File: src/rtl/code_lock_ctrl.sv
//------------------------------------------------------------------------------
//+----------------------------------------------------------------------------+
//| Module      : code_lock_ctrl                                               |
//| Description : Parametrised keypad-lock controller. Digits arrive on sw and  |
//|               are committed with ent, then compared against a stored code. |
//|               After a match the code can be replaced via change. Repeated  |
//|               mismatches trigger a timed lockout. Drives the status LEDs   |
//|               and a multiplexed, active-low seven-segment display.         |
//|                                                                            |
//| Ports       : clk_in    - single clock                                     |
//|               rst       - synchronous active-high reset                    |
//|               clr       - clear / abort (debounced level, rising edge)     |
//|               ent       - commit digit  (debounced level, rising edge)     |
//|               change    - request code change (debounced, rising edge)     |
//|               sw        - digit value, DIGIT_W bits                        |
//|               led       - [0] LOCKED [1] OPEN [2] SET [3] ERROR            |
//|                           [4] LOCKOUT [5] entry in progress                |
//|               AN        - digit anodes, active low                         |
//|               seven_out - segments {g,f,e,d,c,b,a}, active low             |
//|                                                                            |
//| Revision    : 1.0 - initial release                                        |
//+----------------------------------------------------------------------------+
`default_nettype none

module code_lock_ctrl #(
    parameter int                             N_DIGITS    = 4,
    parameter int                             DIGIT_W     = 4,
    parameter logic [N_DIGITS*DIGIT_W-1:0]    RESET_CODE  = 16'h1234,
    parameter int                             MAX_TRIES   = 3,
    parameter int                             LOCK_CYCLES = 100_000_000,
    parameter int                             REFRESH_DIV = 100_000
) (
    input  logic                clk_in,
    input  logic                rst,
    input  logic                clr,
    input  logic                ent,
    input  logic                change,
    input  logic [DIGIT_W-1:0]  sw,
    output logic [5:0]          led,
    output logic [N_DIGITS-1:0] AN,
    output logic [6:0]          seven_out
);

    //--------------------------------------------------------------------------
    // Constants
    //--------------------------------------------------------------------------
    localparam int c_code_w = N_DIGITS * DIGIT_W;
    localparam int c_ptr_w  = $clog2(N_DIGITS + 1);
    localparam int c_idx_w  = (N_DIGITS > 1) ? $clog2(N_DIGITS) : 1;
    localparam int c_try_w  = (MAX_TRIES > 1) ? $clog2(MAX_TRIES + 1) : 1;
    localparam int c_lck_w  = (LOCK_CYCLES > 1) ? $clog2(LOCK_CYCLES) : 1;
    localparam int c_ref_w  = (REFRESH_DIV > 1) ? $clog2(REFRESH_DIV) : 1;

    localparam logic [c_ptr_w-1:0] c_ptr_last  = c_ptr_w'(N_DIGITS - 1);
    localparam logic [c_ptr_w-1:0] c_ptr_full  = c_ptr_w'(N_DIGITS);
    localparam logic [c_idx_w-1:0] c_idx_last  = c_idx_w'(N_DIGITS - 1);
    localparam logic [c_try_w-1:0] c_try_last  = c_try_w'(MAX_TRIES - 1);
    localparam logic [c_lck_w-1:0] c_lck_load  = c_lck_w'(LOCK_CYCLES - 1);
    localparam logic [c_ref_w-1:0] c_ref_last  = c_ref_w'(REFRESH_DIV - 1);

    localparam logic [2:0] c_st_locked  = 3'd0;
    localparam logic [2:0] c_st_check   = 3'd1;
    localparam logic [2:0] c_st_open    = 3'd2;
    localparam logic [2:0] c_st_set     = 3'd3;
    localparam logic [2:0] c_st_error   = 3'd4;
    localparam logic [2:0] c_st_lockout = 3'd5;

    localparam logic [6:0] c_seg_blank = 7'h7F;
    localparam logic [6:0] c_seg_dash  = 7'b0111111;

    //--------------------------------------------------------------------------
    // Hex glyph lookup, active-low {g,f,e,d,c,b,a}
    //--------------------------------------------------------------------------
    function automatic logic [6:0] f_hex_glyph(input logic [3:0] d);
        logic [6:0] g;
        case (d)
            4'h0:    g = 7'b1000000;
            4'h1:    g = 7'b1111001;
            4'h2:    g = 7'b0100100;
            4'h3:    g = 7'b0110000;
            4'h4:    g = 7'b0011001;
            4'h5:    g = 7'b0010010;
            4'h6:    g = 7'b0000010;
            4'h7:    g = 7'b1111000;
            4'h8:    g = 7'b0000000;
            4'h9:    g = 7'b0010000;
            4'hA:    g = 7'b0001000;
            4'hB:    g = 7'b0000011;
            4'hC:    g = 7'b1000110;
            4'hD:    g = 7'b0100001;
            4'hE:    g = 7'b0000110;
            default: g = 7'b0001110;
        endcase
        return g;
    endfunction

    //--------------------------------------------------------------------------
    // Button edge detection. Each level is registered once into r_*_now and
    // the previous sample is kept in r_*_prev. Clearing both on reset makes a
    // button held through reset produce an edge once reset is released.
    //--------------------------------------------------------------------------
    logic r_clr_now, r_clr_prev;
    logic r_ent_now, r_ent_prev;
    logic r_chg_now, r_chg_prev;

    always_ff @(posedge clk_in) begin
        if (rst) begin
            r_clr_now  <= 1'b0;
            r_clr_prev <= 1'b0;
            r_ent_now  <= 1'b0;
            r_ent_prev <= 1'b0;
            r_chg_now  <= 1'b0;
            r_chg_prev <= 1'b0;
        end else begin
            r_clr_now  <= clr;
            r_clr_prev <= r_clr_now;
            r_ent_now  <= ent;
            r_ent_prev <= r_ent_now;
            r_chg_now  <= change;
            r_chg_prev <= r_chg_now;
        end
    end

    logic w_clr_raw, w_ent_raw, w_chg_raw;
    logic w_clr_edge, w_ent_edge, w_chg_edge;

    // Coincident edges resolve clr > ent > change; losers are dropped.
    always_comb begin
        w_clr_raw  = r_clr_now & ~r_clr_prev;
        w_ent_raw  = r_ent_now & ~r_ent_prev;
        w_chg_raw  = r_chg_now & ~r_chg_prev;
        w_clr_edge = w_clr_raw;
        w_ent_edge = w_ent_raw & ~w_clr_raw;
        w_chg_edge = w_chg_raw & ~w_clr_raw & ~w_ent_raw;
    end

    //--------------------------------------------------------------------------
    // Control state
    //--------------------------------------------------------------------------
    logic [2:0]          r_state,    w_state_nxt;
    logic [c_code_w-1:0] r_buf,      w_buf_nxt;
    logic [c_ptr_w-1:0]  r_ptr,      w_ptr_nxt;
    logic [c_code_w-1:0] r_code,     w_code_nxt;
    logic [c_try_w-1:0]  r_tries,    w_tries_nxt;
    logic [c_lck_w-1:0]  r_lock_cnt, w_lock_cnt_nxt;

    // Entry buffer with sw written into slot r_ptr; slot 0 is the MS digit.
    logic [c_code_w-1:0] w_buf_wr;

    always_comb begin
        w_buf_wr = r_buf;
        for (int s = 0; s < N_DIGITS; s++) begin
            if (r_ptr == c_ptr_w'(s)) begin
                w_buf_wr[(N_DIGITS-1-s)*DIGIT_W +: DIGIT_W] = sw;
            end
        end
    end

    always_ff @(posedge clk_in) begin
        if (rst) begin
            r_state    <= c_st_locked;
            r_buf      <= '0;
            r_ptr      <= '0;
            r_code     <= RESET_CODE;
            r_tries    <= '0;
            r_lock_cnt <= '0;
        end else begin
            r_state    <= w_state_nxt;
            r_buf      <= w_buf_nxt;
            r_ptr      <= w_ptr_nxt;
            r_code     <= w_code_nxt;
            r_tries    <= w_tries_nxt;
            r_lock_cnt <= w_lock_cnt_nxt;
        end
    end

    always_comb begin
        w_state_nxt    = r_state;
        w_buf_nxt      = r_buf;
        w_ptr_nxt      = r_ptr;
        w_code_nxt     = r_code;
        w_tries_nxt    = r_tries;
        w_lock_cnt_nxt = r_lock_cnt;

        case (r_state)
            c_st_locked: begin
                if (w_clr_edge) begin
                    w_buf_nxt = '0;
                    w_ptr_nxt = '0;
                end else if (w_ent_edge) begin
                    w_buf_nxt = w_buf_wr;
                    w_ptr_nxt = r_ptr + c_ptr_w'(1);
                    if (r_ptr == c_ptr_last) begin
                        w_ptr_nxt   = c_ptr_full;
                        w_state_nxt = c_st_check;
                    end
                end
            end

            c_st_check: begin
                w_buf_nxt = '0;
                w_ptr_nxt = '0;
                if (r_buf == r_code) begin
                    w_state_nxt = c_st_open;
                    w_tries_nxt = '0;
                end else begin
                    w_tries_nxt = r_tries + c_try_w'(1);
                    if (r_tries == c_try_last) begin
                        w_state_nxt    = c_st_lockout;
                        w_lock_cnt_nxt = c_lck_load;
                    end else begin
                        w_state_nxt = c_st_error;
                    end
                end
            end

            // The dismissing ent edge is consumed here; it stores no digit.
            c_st_error: begin
                if (w_clr_edge || w_ent_edge) begin
                    w_state_nxt = c_st_locked;
                end
            end

            // Counter runs LOCK_CYCLES-1 down to 0, so the state is held for
            // exactly LOCK_CYCLES cycles. All buttons are ignored meanwhile.
            c_st_lockout: begin
                if (r_lock_cnt == '0) begin
                    w_state_nxt = c_st_locked;
                    w_tries_nxt = '0;
                end else begin
                    w_lock_cnt_nxt = r_lock_cnt - c_lck_w'(1);
                end
            end

            c_st_open: begin
                if (w_clr_edge) begin
                    w_state_nxt = c_st_locked;
                end else if (w_chg_edge) begin
                    w_state_nxt = c_st_set;
                    w_buf_nxt   = '0;
                    w_ptr_nxt   = '0;
                end
            end

            c_st_set: begin
                if (w_clr_edge) begin
                    w_state_nxt = c_st_open;
                    w_buf_nxt   = '0;
                    w_ptr_nxt   = '0;
                end else if (w_ent_edge) begin
                    if (r_ptr == c_ptr_last) begin
                        w_code_nxt  = w_buf_wr;
                        w_buf_nxt   = '0;
                        w_ptr_nxt   = '0;
                        w_state_nxt = c_st_locked;
                    end else begin
                        w_buf_nxt = w_buf_wr;
                        w_ptr_nxt = r_ptr + c_ptr_w'(1);
                    end
                end
            end

            default: begin
                w_state_nxt = c_st_locked;
                w_buf_nxt   = '0;
                w_ptr_nxt   = '0;
            end
        endcase
    end

    //--------------------------------------------------------------------------
    // Display refresh: r_idx advances every REFRESH_DIV cycles.
    //--------------------------------------------------------------------------
    logic [c_ref_w-1:0] r_ref_cnt;
    logic [c_idx_w-1:0] r_idx;

    always_ff @(posedge clk_in) begin
        if (rst) begin
            r_ref_cnt <= '0;
            r_idx     <= '0;
        end else if (r_ref_cnt == c_ref_last) begin
            r_ref_cnt <= '0;
            r_idx     <= (r_idx == c_idx_last) ? '0 : r_idx + c_idx_w'(1);
        end else begin
            r_ref_cnt <= r_ref_cnt + c_ref_w'(1);
        end
    end

    //--------------------------------------------------------------------------
    // Output decode. Anode and segment data are both computed from the same
    // r_idx and registered together, so they switch in the same cycle.
    //--------------------------------------------------------------------------
    logic [DIGIT_W-1:0]  w_digit;
    logic [N_DIGITS-1:0] w_an;
    logic [6:0]          w_seg;
    logic [5:0]          w_led;

    always_comb begin
        w_digit = '0;
        for (int s = 0; s < N_DIGITS; s++) begin
            if (r_idx == c_idx_w'(s)) begin
                w_digit = r_buf[(N_DIGITS-1-s)*DIGIT_W +: DIGIT_W];
            end
        end

        // idx 0 (the MS slot) drives the highest anode.
        w_an = '1;
        for (int a = 0; a < N_DIGITS; a++) begin
            if (r_idx == c_idx_w'(N_DIGITS - 1 - a)) begin
                w_an[a] = 1'b0;
            end
        end

        case (r_state)
            c_st_locked, c_st_set: begin
                if (c_ptr_w'(r_idx) < r_ptr) begin
                    w_seg = f_hex_glyph(4'(w_digit));
                end else begin
                    w_seg = c_seg_blank;
                end
            end
            c_st_error, c_st_lockout: w_seg = c_seg_dash;
            default:                  w_seg = c_seg_blank;
        endcase

        w_led    = '0;
        w_led[0] = (r_state == c_st_locked);
        w_led[1] = (r_state == c_st_open);
        w_led[2] = (r_state == c_st_set);
        w_led[3] = (r_state == c_st_error);
        w_led[4] = (r_state == c_st_lockout);
        w_led[5] = (r_ptr != '0);
    end

    always_ff @(posedge clk_in) begin
        if (rst) begin
            led       <= 6'b000001;
            AN        <= '1;
            seven_out <= c_seg_blank;
        end else begin
            led       <= w_led;
            AN        <= w_an;
            seven_out <= w_seg;
        end
    end

endmodule

`default_nettype wire

File: config.mk
export PLATFORM = sky130hd
export DESIGN_NAME = code_lock_ctrl
export DESIGN_NICKNAME = d
export VERILOG_FILES = /design/src/rtl/code_lock_ctrl.sv
export SDC_FILE = /design/constraint.sdc
export NUM_CORES = 1
export LEC_CHECK = 0
export CORE_MARGIN = 2
export CORE_UTILIZATION = 55
export DETAILED_ROUTE_END_ITERATION = 16
export DONT_BUFFER_PORTS = 1
export GPL_TIMING_DRIVEN = 0
export PLACE_DENSITY = 0.7
export RECOVER_POWER = 25
export SYNTH_ARGS = -nofsm -noshare
export SYNTH_HDL_FRONTEND = slang
export SYNTH_SLANG_ARGS = --single-unit
export TNS_END_PERCENT = 5
File: constraint.sdc
create_clock -name clk_in -period 6.5 [get_ports clk_in]
set_input_delay 0.975 -clock clk_in [delete_from_list [all_inputs] [get_ports clk_in]]
set_output_delay 0.975 -clock clk_in [all_outputs]
set_load 0.02 [all_outputs]
==> out/summary.txt <==
Yosys top cell by area -> dfxtp_1
Clock Sinks -> 109
Layout cell share with drive strength beyond 1 -> 6.65%
Ys flop type -> dfxtp_1
Hold Crit Class -> reg2reg
DR iter-0 viols -> 359
Post-synth EDFFs -> 0
CP Class -> reg2reg
H-tree levels -> 3
Post-DP Area -> 0.00568 mm²
Register area share after synthesis -> 39.6%
Initial antenna violation count -> 0
Overflow after GRT -> 0
Slew Limit Fails -> 0
Worst EP arrival -> 3.28 ns
Setup TNS -> 0 ns
Post-route ant nets -> 0
Row count -> 36
Util after Layout -> 60.3%
Number of diodes -> 0
Most instantiated cells after synthesis -> 109 x dfxtp_1, 55 x nor2_1, 45 x nand2_1, 43 x a21oi_1, 35 x xor2_1
Initial core utilization -> 56.4%
Synth Register Bits -> 109
Critical path endpoint category -> flip-flop
Die W -> 104 µm
Die height -> 104 µm
Slew margin rel. -> 38.8%
Yosys top cell area share -> 39.6%
Avg Cell Area, Syn -> 8.74 µm²
Via count -> 4659
Post-CTS sizing -> 0
Skew-Pair Late Insertion Delay -> 0.39 ns
Max Cap Viol -> 0
Most frequent cell after synthesis -> dfxtp_1
I/O Buffers -> 0
Final min period -> 2.98 ns
Vias per inst -> 5.97
Worst-Margin Slew -> 0.918 ns
Status -> completed
Finished Cell Area -> 0.00590 mm²
Syn-to-layout area delta -> 6.94%
PD cells -> 210 mW/mm²
GRT Overall Usage -> 25.2%
CTS Buf Count -> 9
Largest fanout on the critical path -> 10
Clock skew after layout -> 0.0225 ns
Gpl congestion -> 0.909
Root buffer cell -> clkbuf_8
Number of global-route vias before repair -> 4346
Post-Syn Instances -> 631
Final Net Count -> 672
Routed len/inst -> 16.7 µm
Ys Warns -> 0
Core area -> 0.00977 mm²
Netlist cell types -> 63
Setup Buffers After CTS -> 0
Top post-synthesis cells by area -> dfxtp_1 40%, xor2_1 5.6%, ha_1 4.8%
Synthesized cell area -> 0.00552 mm²
Largest net degree at the start of global routing -> 18
DP HPWL -> 9490 µm
Fmax -> 336 MHz
RSZ-0062 raised after global routing -> false
Worst vdd ir -> 0.172 mV
# IOs -> 26
DRC -> 0
Clk buf depth -> 2
Global-route wire length before repair -> 22000 µm
Final Hold Violating Endpoints -> 0
Clk slew on worst S/H paths -> 0.11 ns
# hold bufs at CTS -> 0
Fin crit share -> 45.8%
Lkg Pwr -> 0.00220 µW
CTS tree -> built
Async S/R FF share, synth -> 0%
Post-Syn Nets -> 661
Worst EP required -> 6.81 ns
Die area -> 0.0108 mm²
# setup viols final -> 0
Pre-antenna DRT Iters -> 5
CP Launch Type -> flip-flop
WL final -> 13100 µm
==> power by group <==
| part | switching, µW | internal, µW | total [µW] | leakage (µW) |
|---|---|---|---|---|
| Combinational | 63.2 | 34.0 | 97.3 | 0.00122 |
| Clock | 231 | 219 | 449 | 0.000104 |
| Sequential | 15.2 | 680 | 695 | 0.000882 |
| Total | 309 | 932 | 1240 | 0.00220 |
==> metrics by stage <==
step	power (µW)	hold WS (ns)	cells	setup slack (ns)
finish	1240	0.489	780	3.52
global placement	803	0.446	764	3.61
CTS	1250	0.496	780	3.55
global route	1300	0.515	780	3.24
detailed placement	805	0.480	764	3.57
floorplan	779	0.430	631	4.19
==> state kept, by name, indices dropped and copies added, names as in the netlist, 4 cells and up <==
signal / cells
seven_out: 7
led: 6
r_buf: 16
r_lock_cnt: 27
r_code: 16
AN: 4
r_ref_cnt: 17
==> per-layer routing <==
layer	GRT usage [%]	vias up	routed length, µm
li1	-	2305	-
met1	35.9	2199	6200
met2	37.5	145	5790
met3	7.64	10	946
met4	6.08	0	128
met5	0	-	0
==> logic make-up after synthesis <==
kind of cell	after synthesis	share of synthesized area, %
AOI/OAI and AO/OA	142	18.1
and+or+nand+nor	227	22.2
buffers and inverters	68	4.83
xor gates and xnor gates	50	7.94
adders and majority gates	21	4.76
muxes	14	2.61
DFF	109	39.6
==> layout by cell type (no fill, tap or decap), types with 6 or more instances in the layout <==
| cell | synthesis | routed |
|---|---|---|
| clkbuf_8 | 0 | 9 |
| nand2_1 | 45 | 45 |
| nor4_1 | 13 | 13 |
| mux2i_1 | 11 | 11 |
| xnor2_1 | 15 | 15 |
| nor2_1 | 55 | 55 |
| o211ai_1 | 9 | 9 |
| nand3_1 | 21 | 21 |
| nor3_1 | 12 | 12 |
| buf_2 | 6 | 6 |
| dfxtp_1 | 109 | 109 |
| o21ai_0 | 16 | 16 |
| a211oi_1 | 16 | 16 |
| nor2b_1 | 12 | 12 |
| a21oi_1 | 43 | 43 |
| clkbuf_1 | 25 | 27 |
| inv_1 | 33 | 33 |
| o32ai_1 | 12 | 12 |
| a31oi_1 | 8 | 8 |
| nand4_1 | 10 | 10 |
| xor2_1 | 35 | 35 |
| or4_1 | 7 | 7 |
| or3_1 | 8 | 8 |
| nand2b_1 | 6 | 6 |
| and3_1 | 10 | 10 |
| ha_1 | 21 | 21 |
==> cell type report <==
type / instances / area [µm²]
plain buffers: 34 / 139
clock buffers: 11 / 131
inverters: 34 / 128
flip-flops and latches: 109 / 2180
clock inverters: 5 / 85.1
multi-input cells: 454 / 3070
well taps: 133 / 166
fillers: 890 / 3880
==> worst paths after layout <==
path | depth (start not counted) | slack [ns] | endpoint | from
worst min register to register | 1 | 0.49 | r_ref_cnt[0]$_SDFF_PP0_ | r_ref_cnt[0]$_SDFF_PP0_
worst min-delay path | 1 | 0.49 | r_ref_cnt[0]$_SDFF_PP0_ | r_ref_cnt[0]$_SDFF_PP0_
worst max register to register | 8 | 3.52 | r_code[7]$_SDFFE_PP0P_ | r_ptr[0]$_SDFFE_PP0P_
worst max-delay path | 8 | 3.52 | r_code[7]$_SDFFE_PP0P_ | r_ptr[0]$_SDFFE_PP0P_
==> critical path, cell delays in order (launching register included) <==
cell and delay, ns:
dfxtp_1 0.41, ha_1 0.20, ha_1 0.14, clkbuf_1 0.43, nand3b_1 0.23, nor4_1 0.66, clkbuf_1 0.48, nor2_1 0.09
a211oi_1 0.26
Power figures use the tool's default switching activity.
